==> src/rtl/seven_segment_pkg.sv <==
// Shared types and glyph constants for the seven-segment display path.
// Segment patterns are active-low, bit6..0 = a..g.
package seven_segment_pkg;

  typedef logic [6:0] seg_t;

  localparam logic ANODE_OFF = 1'b1;
  localparam logic SEG_OFF   = 1'b1;

  localparam seg_t SEG_BLANK = {7{SEG_OFF}};
  localparam seg_t SEG_0 = 7'h01;
  localparam seg_t SEG_1 = 7'h4F;
  localparam seg_t SEG_2 = 7'h12;
  localparam seg_t SEG_3 = 7'h06;
  localparam seg_t SEG_4 = 7'h4C;
  localparam seg_t SEG_5 = 7'h24;
  localparam seg_t SEG_6 = 7'h20;
  localparam seg_t SEG_7 = 7'h0F;
  localparam seg_t SEG_8 = 7'h00;
  localparam seg_t SEG_9 = 7'h04;
  localparam seg_t SEG_A = 7'h08;
  localparam seg_t SEG_B = 7'h60;
  localparam seg_t SEG_C = 7'h31;
  localparam seg_t SEG_D = 7'h42;
  localparam seg_t SEG_E = 7'h30;
  localparam seg_t SEG_F = 7'h38;

endpackage

==> src/rtl/seven_segment_decoder.sv <==
// Combinational nibble to active-low segment glyph (0-9, A b C d E F).
// Ports: i_nibble (4-bit value), o_seg (segments a..g, active-low).
module seven_segment_decoder
  import seven_segment_pkg::*;
(
  input  logic [3:0] i_nibble,
  output seg_t       o_seg
);

  always_comb begin
    o_seg = SEG_BLANK;
    unique case (i_nibble)
      4'h0: o_seg = SEG_0;
      4'h1: o_seg = SEG_1;
      4'h2: o_seg = SEG_2;
      4'h3: o_seg = SEG_3;
      4'h4: o_seg = SEG_4;
      4'h5: o_seg = SEG_5;
      4'h6: o_seg = SEG_6;
      4'h7: o_seg = SEG_7;
      4'h8: o_seg = SEG_8;
      4'h9: o_seg = SEG_9;
      4'hA: o_seg = SEG_A;
      4'hB: o_seg = SEG_B;
      4'hC: o_seg = SEG_C;
      4'hD: o_seg = SEG_D;
      4'hE: o_seg = SEG_E;
      4'hF: o_seg = SEG_F;
    endcase
  end

endmodule

==> src/rtl/seven_segment_scanner.sv <==
// Multiplexed N-digit common-anode display driver with frame-synchronous
// updates, leading-zero blanking, blink and PWM brightness.
// Ports: clock, reset_n (async low); digits_in/dp_in/blink_mask/brightness
// captured on load; blank_lz live; anode_signals/display_out/dp_out
// active-low pins; frame_tick one-cycle pulse at frame start.
module seven_segment_scanner
  import seven_segment_pkg::*;
#(
  parameter int NUM_DIGITS   = 4,
  parameter int SLOT_LOG2    = 16,
  parameter int BRIGHT_BITS  = 3,
  parameter int BLINK_FRAMES = 64
) (
  input  logic                    clock,
  input  logic                    reset_n,
  input  logic [4*NUM_DIGITS-1:0] digits_in,
  input  logic [NUM_DIGITS-1:0]   dp_in,
  input  logic [NUM_DIGITS-1:0]   blink_mask,
  input  logic                    blank_lz,
  input  logic [BRIGHT_BITS-1:0]  brightness,
  input  logic                    load,
  output logic [NUM_DIGITS-1:0]   anode_signals,
  output logic [6:0]              display_out,
  output logic                    dp_out,
  output logic                    frame_tick
);

  localparam int SW = (NUM_DIGITS > 1) ? $clog2(NUM_DIGITS) : 1;
  localparam int BW = (BLINK_FRAMES > 1) ? $clog2(BLINK_FRAMES) : 1;
  localparam int DW = 4 * NUM_DIGITS;

  logic [SLOT_LOG2-1:0]   r_presc;
  logic [SW-1:0]          r_slot;
  logic [BW-1:0]          r_blink_cnt;
  logic                   r_blink_phase;
  logic                   r_armed;

  logic [DW-1:0]          r_sh_digits, r_ac_digits;
  logic [NUM_DIGITS-1:0]  r_sh_dp, r_ac_dp;
  logic [NUM_DIGITS-1:0]  r_sh_blink, r_ac_blink;
  logic [BRIGHT_BITS-1:0] r_sh_bright, r_ac_bright;

  logic                   w_frame_start;
  logic [DW-1:0]          w_digits;
  logic [NUM_DIGITS-1:0]  w_dp, w_blink, w_blank;
  logic [BRIGHT_BITS-1:0] w_bright;
  logic [3:0]             w_nib;
  logic                   w_cur_dp, w_cur_blink, w_cur_blank;
  logic                   w_zero_run;
  logic                   w_pwm_lit, w_on;
  seg_t                   w_glyph;
  logic [NUM_DIGITS-1:0]  w_anode;

  assign w_frame_start = (r_presc == '0) && (r_slot == '0);

  // The frame-start cycle already renders the new frame, so it sees
  // the values about to be latched into the active regs.
  always_comb begin
    w_digits = r_ac_digits;
    w_dp     = r_ac_dp;
    w_blink  = r_ac_blink;
    w_bright = r_ac_bright;
    if (w_frame_start) begin
      w_digits = load ? digits_in  : r_sh_digits;
      w_dp     = load ? dp_in      : r_sh_dp;
      w_blink  = load ? blink_mask : r_sh_blink;
      w_bright = load ? brightness : r_sh_bright;
    end
  end

  // Zero run scanned from the most significant digit downward.
  always_comb begin
    w_zero_run  = 1'b1;
    w_blank     = '0;
    w_nib       = '0;
    w_cur_dp    = 1'b0;
    w_cur_blink = 1'b0;
    w_cur_blank = 1'b0;
    for (int i = NUM_DIGITS - 1; i >= 0; i--) begin
      w_zero_run = w_zero_run & (w_digits[4*i +: 4] == 4'h0);
      w_blank[i] = blank_lz & w_zero_run & (i != 0);
    end
    for (int i = 0; i < NUM_DIGITS; i++) begin
      if (r_slot == SW'(i)) begin
        w_nib       = w_digits[4*i +: 4];
        w_cur_dp    = w_dp[i];
        w_cur_blink = w_blink[i];
        w_cur_blank = w_blank[i];
      end
    end
  end

  seven_segment_decoder u_dec (
    .i_nibble (w_nib),
    .o_seg    (w_glyph)
  );

  assign w_pwm_lit =
    r_presc[SLOT_LOG2-1 -: BRIGHT_BITS] <= w_bright;

  // Prescaler 0 is the inter-slot dead cycle against ghosting.
  assign w_on = (r_presc != '0) && w_pwm_lit &&
                !(w_cur_blink && r_blink_phase) &&
                (!w_cur_blank || w_cur_dp);

  assign w_anode = w_on
    ? ~({{(NUM_DIGITS-1){1'b0}}, 1'b1} << r_slot)
    : {NUM_DIGITS{ANODE_OFF}};

  always_ff @(posedge clock or negedge reset_n) begin
    if (!reset_n) begin
      r_presc       <= '0;
      r_slot        <= '0;
      r_blink_cnt   <= '0;
      r_blink_phase <= 1'b0;
      r_armed       <= 1'b0;
    end else begin
      r_presc <= r_presc + 1'b1;
      r_armed <= 1'b1;
      if (&r_presc) begin
        if (r_slot == SW'(NUM_DIGITS - 1))
          r_slot <= '0;
        else
          r_slot <= r_slot + 1'b1;
      end
      // The partial frame right after reset is not counted.
      if (w_frame_start && r_armed) begin
        if (r_blink_cnt == BW'(BLINK_FRAMES - 1)) begin
          r_blink_cnt   <= '0;
          r_blink_phase <= ~r_blink_phase;
        end else begin
          r_blink_cnt <= r_blink_cnt + 1'b1;
        end
      end
    end
  end

  always_ff @(posedge clock or negedge reset_n) begin
    if (!reset_n) begin
      r_sh_digits <= '0;
      r_sh_dp     <= '0;
      r_sh_blink  <= '0;
      r_sh_bright <= '0;
      r_ac_digits <= '0;
      r_ac_dp     <= '0;
      r_ac_blink  <= '0;
      r_ac_bright <= '0;
    end else begin
      if (load) begin
        r_sh_digits <= digits_in;
        r_sh_dp     <= dp_in;
        r_sh_blink  <= blink_mask;
        r_sh_bright <= brightness;
      end
      if (w_frame_start) begin
        r_ac_digits <= w_digits;
        r_ac_dp     <= w_dp;
        r_ac_blink  <= w_blink;
        r_ac_bright <= w_bright;
      end
    end
  end

  always_ff @(posedge clock or negedge reset_n) begin
    if (!reset_n) begin
      anode_signals <= {NUM_DIGITS{ANODE_OFF}};
      display_out   <= SEG_BLANK;
      dp_out        <= SEG_OFF;
      frame_tick    <= 1'b0;
    end else begin
      anode_signals <= w_anode;
      display_out   <= w_cur_blank ? SEG_BLANK : w_glyph;
      dp_out        <= ~w_cur_dp;
      frame_tick    <= w_frame_start && r_armed;
    end
  end

endmodule
==> config.mk <==
export PLATFORM = sky130hd
export DESIGN_NAME = seven_segment_scanner
export DESIGN_NICKNAME = d
export VERILOG_FILES = /design/src/rtl/seven_segment_pkg.sv /design/src/rtl/seven_segment_decoder.sv /design/src/rtl/seven_segment_scanner.sv
export SDC_FILE = /design/constraint.sdc
export NUM_CORES = 1
export LEC_CHECK = 0
export CAP_MARGIN = 5
export CORE_AREA = 2 2 106 108
export CTS_BUF_LIST = sky130_fd_sc_hd__clkbuf_8
export DETAILED_ROUTE_END_ITERATION = 12
export DIE_AREA = 0 0 108 110
export SETUP_SLACK_MARGIN = 0.4
export SLEW_MARGIN = 20
export SYNTH_ARGS = -nofsm -noshare
export SYNTH_HDL_FRONTEND = slang
export SYNTH_SLANG_ARGS = --single-unit
==> constraint.sdc <==
create_clock -name clock -period 4.4 [get_ports clock]
set_input_delay 1.32 -clock clock [delete_from_list [all_inputs] [get_ports clock]]
set_output_delay 1.32 -clock clock [all_outputs]
set_load 0.1 [all_outputs]
==> impl_metrics.env, run 1 <==
export IMPL_grt_antenna_before_repair=0
export IMPL_cts_htree_levels=3
export IMPL_path_max_fanout=4
export IMPL_wl_um=8170
export IMPL_ios=44
export IMPL_setup_viol=0
export IMPL_p_seq_frac=0.548
export IMPL_grt_pass1_wl_um=13900
export IMPL_grt_pass1_vias=2792
export IMPL_vias=2781
export IMPL_synthFlopType="dfrtp_1"
export IMPL_cts_buffer_depth=2
export IMPL_crit_type="primary input to register"
export IMPL_switching_share=0.272
export IMPL_fin_ws_ps=778
export IMPL_finalSetupTns_ps=0
export IMPL_use_met2=0.239
export IMPL_syn_to_final_growth_pct=17.2
export IMPL_initial_core_util=0.412
export IMPL_synth_edf_count=0
export IMPL_die_area_mm2=0.0119
export IMPL_syn_nets=401
export IMPL_critPathBufInv=2
export IMPL_nFillCells=957
export IMPL_grtUsageMet1=0.205
export IMPL_hpwl_um=5950
export IMPL_clk_latency_ps=360
export IMPL_io_buffers=43
export IMPL_p_sw_uw=462
export IMPL_path_cells="clkdlybuf4s50_1, mux2_2, mux2_2, a221oi_1, o31a_1, inv_1, ha_1, mux2i_1, a22o_1, a211oi_1, a211o_1"
export IMPL_cap_violations=0
export IMPL_grt_util_met3=0.0306
export IMPL_post_place_ws_ps=57.3
export IMPL_cts_buffers_inserted=9
export IMPL_area_sequential_mm2=0.00234
export IMPL_cts_root_buf="clkbuf_8"
export IMPL_worst_setup_path_end_kind="register"
export IMPL_min_path_type="register to register"
export IMPL_grt_ovfl_total=0
export IMPL_fmax_mhz=276
export IMPL_intPower_mw=1.24
export IMPL_cp_top_family="compound AO/OA/AOI/OAI gates"
export IMPL_ys_seq_area_frac=0.532
export IMPL_cts_tree="built"
export IMPL_place_congestion=0.889
export IMPL_netlist_instances=355
export IMPL_ir_drop_v=0.000122
export IMPL_synth_avg_cell_area_um2=12.4
export IMPL_grt_busiest_layer="met2"
export IMPL_clk_pin_slew_ps=80
export IMPL_worstPathRequired_ps=4690
export IMPL_finalNetCount=453
export IMPL_multi_input_area_mm2=0.00188
export IMPL_fin_crit_ps=3620
export IMPL_grt_max_degree=80
export IMPL_rsz0062_at_grt="false"
export IMPL_synthArstFlopShare=1.00
export IMPL_p_clk_frac=0.288
export IMPL_p_leak_nw=2.27
export IMPL_max_slew_margin=0.348
export IMPL_firstDrtPassIters=4
export IMPL_hold_violations=0
export IMPL_slew_viol_final=0
export IMPL_clock_sinks=93
export IMPL_via_per_inst=5.04
export IMPL_drtAntennaViolNets=0
export IMPL_drive_gt1_frac=0.238
export IMPL_arrival_ps=3910
export IMPL_core_area_mm2=0.0107
export IMPL_crit_path_start_kind="primary input"
export IMPL_finClkSkew_ps=7.03
export IMPL_worstMarginPinSlew_ps=975
export IMPL_die_h_um=110
export IMPL_finalCritPeriodShare=0.823
export IMPL_combPwrFrac=0.164
export IMPL_die_x_um=108
export IMPL_power_density_mw_per_mm2=329
export IMPL_ys_warnings_count=0
export IMPL_grt_usage=0.151
export IMPL_yosys_register_bits=93
export IMPL_rows=38
export IMPL_outcome="finished, final reports clean"
export IMPL_slowest_delay_ps=410
export IMPL_routedWlPerCell_um=14.8
export IMPL_slowest_stage="clkdlybuf4s50_1"
export IMPL_netlist_cell_type_count=55
export IMPL_drt_iter0_markers=91
export IMPL_drcViolationCount=0
export IMPL_synth_area_mm2=0.00440
export IMPL_cp_common_cell="mux2_2"
export IMPL_num_antenna_cells=0
==> power groups by stage <==
stage / Combinational (mW) / Clock (mW) / Sequential, mW
floorplan: 0.113 / 0 / 1.02
global placement: 0.276 / 0 / 0.948
finish: 0.279 / 0.489 / 0.932
global route: 0.301 / 0.545 / 0.938
CTS: 0.279 / 0.505 / 0.933
detailed placement: 0.278 / 0 / 0.949
==> cells by family (layout without fill, tap and decap cells) <==
family,count (synthesis),count (layout),share of synthesized area
DFF,93,93,0.532
AOI/OAI and AO/OA,44,44,0.0778
adders and majority gates,15,15,0.0426
and+or+nand+nor,95,95,0.118
muxes,60,60,0.154
buffers and inverters,30,87,0.0406
xor gates and xnor gates,17,17,0.0338
other,1,1,0.000851
==> through the flow <==
step | hold slack, ps | total power, mW | cell area, um2 | util | instances
2_1_floorplan | 439 | 1.14 | 4400 | - | 355
3_3_place_gp | 452 | 1.22 | 4960 | 0.464 | 535
3_5_place_dp | 460 | 1.23 | 4960 | 0.464 | 535
4_1_cts | 476 | 1.72 | 5130 | 0.479 | 551
5_1_grt | 499 | 1.79 | 5160 | 0.482 | 552
6_report | 473 | 1.70 | 5160 | 0.482 | 552
==> worst paths after layout <==
kind / depth (start not counted) / slack, ps / end / startpoint
worst max-delay path: 11 / 780 / display_out[3]$_DFF_PN1_ / digits_in[5]
worst max register to register: 13 / 1050 / display_out[3]$_DFF_PN1_ / r_slot[0]$_DFFE_PN0P_
min in group asynchronous: 1 / 830 / r_sh_digits[6]$_DFF_PN0_ / reset_n
worst min register to register: 1 / 470 / r_blink_cnt[4]$_DFFE_PN0P_ / r_blink_cnt[4]$_DFFE_PN0P_
max in group asynchronous: 3 / 2800 / r_slot[1]$_DFFE_PN0P_ / reset_n
worst min-delay path: 1 / 470 / r_blink_cnt[4]$_DFFE_PN0P_ / r_blink_cnt[4]$_DFFE_PN0P_
==> layer usage <==
layer | wire length, um | share of wire
met1 | 3890 | 0.48
met3 | 353 | 0.043
met4 | 114 | 0.014
met2 | 3810 | 0.47
met5 | 0 | 0
==> Yosys cell counts, types with 2 or more instances <==
cell type,n,area share
a211oi_1,2,0.0034
a21oi_1,3,0.0034
a221oi_1,4,0.0080
a22oi_1,3,0.0051
a31oi_1,2,0.0028
and3_1,5,0.0071
and4_1,2,0.0040
buf_12,2,0.0091
buf_2,3,0.0034
buf_6,4,0.010
clkbuf_1,3,0.0026
dfrtp_1,81,0.46
dfstp_2,12,0.072
ha_1,15,0.043
inv_1,17,0.014
mux2_2,45,0.12
mux2_4,4,0.014
mux2i_1,10,0.023
nand2_1,39,0.033
nand3_1,13,0.015
nand4_1,3,0.0043
nor2_1,11,0.0094
nor2b_1,2,0.0028
nor3_1,5,0.0057
nor4_1,5,0.0071
nor4_4,2,0.0097
o211ai_1,2,0.0034
o21ai_0,9,0.010
o31a_1,4,0.0080
o31ai_1,2,0.0034
o41ai_1,2,0.0040
xnor2_1,13,0.026
xor2_1,4,0.0080
==> sequential cells by signal, indices dropped and copies added (netlist names) <==
signal,count
r_ac_digits,16
r_presc,16
r_sh_digits,16
display_out,7
r_blink_cnt,6
anode_signals,4
r_ac_blink,4
r_ac_dp,4
r_sh_blink,4
r_sh_dp,4
r_ac_bright,3
r_sh_bright,3
r_slot,2
dp_out,1
frame_tick,1
r_armed,1
r_blink_phase,1
==> cell type report <==
cell class | instances | area share
Clock buffer | 10 | 0.0267
Timing Repair Buffer | 53 | 0.103
Sequential cell | 93 | 0.454
Clock inverter | 6 | 0.00485
Multi-Input combinational cell | 232 | 0.365
Inverter | 18 | 0.0131
Tap cell | 140 | 0.0339
==> timing repair <==
item                                   CTS  global route
endpoints found under the hold margin    0             0
gates resized for setup                  0             2
setup buffers                            0             0
hold buffers                             0             0
setup endpoints to repair                0             3
==> worst register-to-register path, delay by kind of cell (launching register included) <==
kind | cells | cell delay [ps]
AND/OR/NAND/NOR | 2 | 590
AO/OA/AOI/OAI | 5 | 1140
multiplexers | 2 | 500
buffers and inverters | 2 | 210
flip-flops | 1 | 410
adder cells (fa/ha/maj) | 2 | 420
==> placed cells by master (no fill, tap or decap), drive strengths merged, types with 2 or more instances in the layout <==
| cell | instances |
|---|---|
| a22oi | 3 |
| clkdlybuf4s50 | 41 |
| o211ai | 2 |
| nor3 | 5 |
| a211oi | 3 |
| a221oi | 5 |
| o31a | 4 |
| nand2 | 39 |
| and4 | 3 |
| nor2 | 11 |
| nand3 | 13 |
| mux2 | 50 |
| nand4 | 4 |
| xnor2 | 13 |
| mux2i | 10 |
| nor4 | 7 |
| dfrtp | 81 |
| ha | 15 |
| clkbuf | 10 |
| dfstp | 12 |
| a31oi | 2 |
| xor2 | 4 |
| nor2b | 2 |
| and3 | 6 |
| buf | 11 |
| o41ai | 2 |
| clkinv | 3 |
| a21oi | 4 |
| nor4b | 2 |
| o21ai | 10 |
| inv | 21 |
| o31ai | 2 |
Power figures use the tool's default switching activity.
==> inputs of run 2 (changes only) <==
==> constraint.sdc (replaced) <==
create_clock -name clock -period 3.27 [get_ports clock]
set_input_delay 0.981 -clock clock [delete_from_list [all_inputs] [get_ports clock]]
set_output_delay 0.981 -clock clock [all_outputs]
set_load 0.1 [all_outputs]
==> run 2 against run 1 <==
Compared with the run above: final area grew 12%; wire length rose by 12%; die area unchanged; via count up 8.3%; sequential share of layout area decreased by 5.0 points; clock-buffer cell count up 1; clock skew grew 4.8 ps; non-clock buffer count is 55 higher; setup slack lost 490 ps; first-iteration DRC count is 2.2% lower; flip-flop and latch count did not move; register-to-register slack got worse by 760 ps; critical endpoint unchanged; largest cell class unchanged; largest power group unchanged.
==> impl_metrics.env, run 2 (synthesis results as in run 1) <==
export IMPL_cap_violations=0
export IMPL_grt_pass1_wl_um=15100
export IMPL_initial_core_util=0.412
export IMPL_grt_antenna_before_repair=0
export IMPL_via_per_inst=4.96
export IMPL_fin_crit_ps=2980
export IMPL_p_seq_frac=0.492
export IMPL_r2r_end="display_out[3]$_DFF_PN1_"
export IMPL_clk_latency_ps=360
export IMPL_worstMarginPinSlew_ps=659
export IMPL_die_area_mm2=0.0119
export IMPL_ir_drop_v=0.000234
export IMPL_core_area_mm2=0.0107
export IMPL_r2r_cells=13
export IMPL_cts_buffers_inserted=9
export IMPL_layout_commonest_cell="dfrtp_1"
export IMPL_drcViolationCount=0
export IMPL_power_density_mw_per_mm2=440
export IMPL_reg_top3="r_ac_digits (16), r_presc (16), r_sh_digits (16)"
export IMPL_clk_pin_slew_ps=90
export IMPL_nFillCells=925
export IMPL_area_sequential_mm2=0.00234
export IMPL_cts_buffer_depth=2
export IMPL_hold_violations=0
export IMPL_clock_sinks=93
export IMPL_outcome="finished, final reports clean"
export IMPL_finClkSkew_ps=11.8
export IMPL_rsz0062_at_grt="true"
export IMPL_num_antenna_cells=0
export IMPL_combPwrFrac=0.172
export IMPL_routedWlPerCell_um=15.1
export IMPL_p_leak_nw=2.63
export IMPL_worst_setup_path_end_kind="register"
export IMPL_ctsHoldBuffers=0
export IMPL_fmax_mhz=335
export IMPL_firstDrtPassIters=4
export IMPL_arrival_ps=3280
export IMPL_layout_common_cells="dfrtp_1 (81), buf_4 (75), nand2_1 (38)"
export IMPL_finalPower_mw=2.55
export IMPL_r2r_slack_ps=290
export IMPL_finalNetCount=508
export IMPL_switching_share=0.259
export IMPL_path_max_fanout=4
export IMPL_final_core_util=0.541
export IMPL_intPower_mw=1.89
export IMPL_finalInstanceArea_mm2=0.00579
export IMPL_grt_ovfl_total=0
export IMPL_multi_input_area_mm2=0.00208
export IMPL_place_congestion=0.846
export IMPL_place_detailed_instances=564
export IMPL_cts_tree="built"
export IMPL_reg2reg_from="r_slot[1]$_DFFE_PN0P_"
export IMPL_syn_to_final_growth_pct=31.5
export IMPL_hold_end="r_blink_cnt[4]$_DFFE_PN0P_"
export IMPL_hold_slack_ps=466
export IMPL_p_sw_uw=659
export IMPL_max_slew_margin=0.561
export IMPL_min_path_type="register to register"
export IMPL_dpl_cell_area_mm2=0.00523
export IMPL_fin_ws_ps=288
export IMPL_crit_path_start_kind="register"
export IMPL_hpwl_um=6480
export IMPL_drtAntennaViolNets=0
export IMPL_cts_htree_levels=3
export IMPL_p_clk_frac=0.336
export IMPL_setup_viol=0
export IMPL_ios=44
export IMPL_io_buffers=43
export IMPL_die_h_um=110
export IMPL_grt_max_degree=74
export IMPL_rows=38
export IMPL_vias=3013
export IMPL_slew_viol_final=0
export IMPL_finalSetupTns_ps=0
export IMPL_worstPathRequired_ps=3570
export IMPL_grt_usage=0.164
export IMPL_finalCritPeriodShare=0.912
export IMPL_drive_gt1_frac=0.420
export IMPL_min_delay_start="r_blink_cnt[4]$_DFFE_PN0P_"
export IMPL_grt_pass1_vias=3185
export IMPL_crit_type="register to register"
export IMPL_cts_root_buf="clkbuf_8"
export IMPL_post_place_ws_ps=-542
export IMPL_die_x_um=108
export IMPL_final_cells=607
export IMPL_wl_um=9170
export IMPL_drt_iter0_markers=89
export IMPL_worstHoldPathCells=1
==> run 2: cell count changes in the layout (fill, tap and decap cells not counted), sizes merged <==
cell,delta
buf,+69
clkdlybuf4s50,-17
dlygate4sd2,+4
inv,-3
bufinv,+2
clkbuf,+1
dlymetal6s2s,-1
==> run 2: how the worst max path moves through the flow <==
stage	startpoint	to	slack (ps)
finish	r_slot[1]$_DFFE_PN0P_	display_out[3]$_DFF_PN1_	290
global route	r_presc[1]$_DFF_PN0_	display_out[3]$_DFF_PN1_	170
CTS	r_presc[1]$_DFF_PN0_	display_out[3]$_DFF_PN1_	300
detailed placement	load	display_out[3]$_DFF_PN1_	-540
global placement	load	display_out[3]$_DFF_PN1_	-460
floorplan	load	display_out[3]$_DFF_PN1_	100
==> run 2: critical path, cell delays in order, from the launching register on <==
cell      delay (ps)
dfrtp_1          390
inv_2             90
ha_4             140
nor4b_4          210
and4_4           330
mux2_4           320
a221oi_2         290
o31a_1           230
inv_2             80
ha_4             180
mux2i_1          180
a22o_1           180
a211oi_2          40
a211o_1          250
==> run 2: area by class of cell <==
| class | instances | area share |
|---|---|---|
| Multi-Input combinational cell | 232 | 0.358 |
| Sequential cell | 93 | 0.404 |
| Clock inverter | 5 | 0.0127 |
| Timing Repair Buffer | 108 | 0.156 |
| Clock buffer | 11 | 0.0261 |
| Tap cell | 140 | 0.0302 |
| Inverter | 18 | 0.0117 |
==> run 2: metal layers <==
| metal | share of wire | GRT usage |
|---|---|---|
| met1 | 0.44 | 0.204 |
| met2 | 0.51 | 0.285 |
| met3 | 0.029 | 0.0223 |
| met4 | 0.017 | 0.0778 |
| met5 | 0 | 0 |
==> run 2: timing repair <==
action / in CTS / in global routing
buffers inserted: 21 / 6
gates resized for setup: 26 / 20
cloned: 0 / 0
pin swaps: 16 / 11
endpoints found under the setup margin: 12 / 11
==> run 2: power by group through the flow <==
stage	Clock [mW]	Sequential (mW)	Combinational (mW)
final	0.855	1.25	0.437
after floorplan	0	1.38	0.162
after CTS	0.873	1.25	0.427
after detailed placement	0	1.28	0.416
after global routing	0.922	1.26	0.467
after global placement	0	1.27	0.411
==> inputs of run 3 (changes only) <==
--- a/config.mk
+++ b/config.mk
@@ -8,6 +8,7 @@
 export CAP_MARGIN = 5
 export CORE_AREA = 2 2 106 108
 export CTS_BUF_LIST = sky130_fd_sc_hd__clkbuf_8
+export CTS_CLUSTER_DIAMETER = 40
 export DETAILED_ROUTE_END_ITERATION = 12
 export DIE_AREA = 0 0 108 110
 export SETUP_SLACK_MARGIN = 0.4
==> results of run 3 <==
Same layout as run 2: the final DEF is identical, and so are final timing and power.
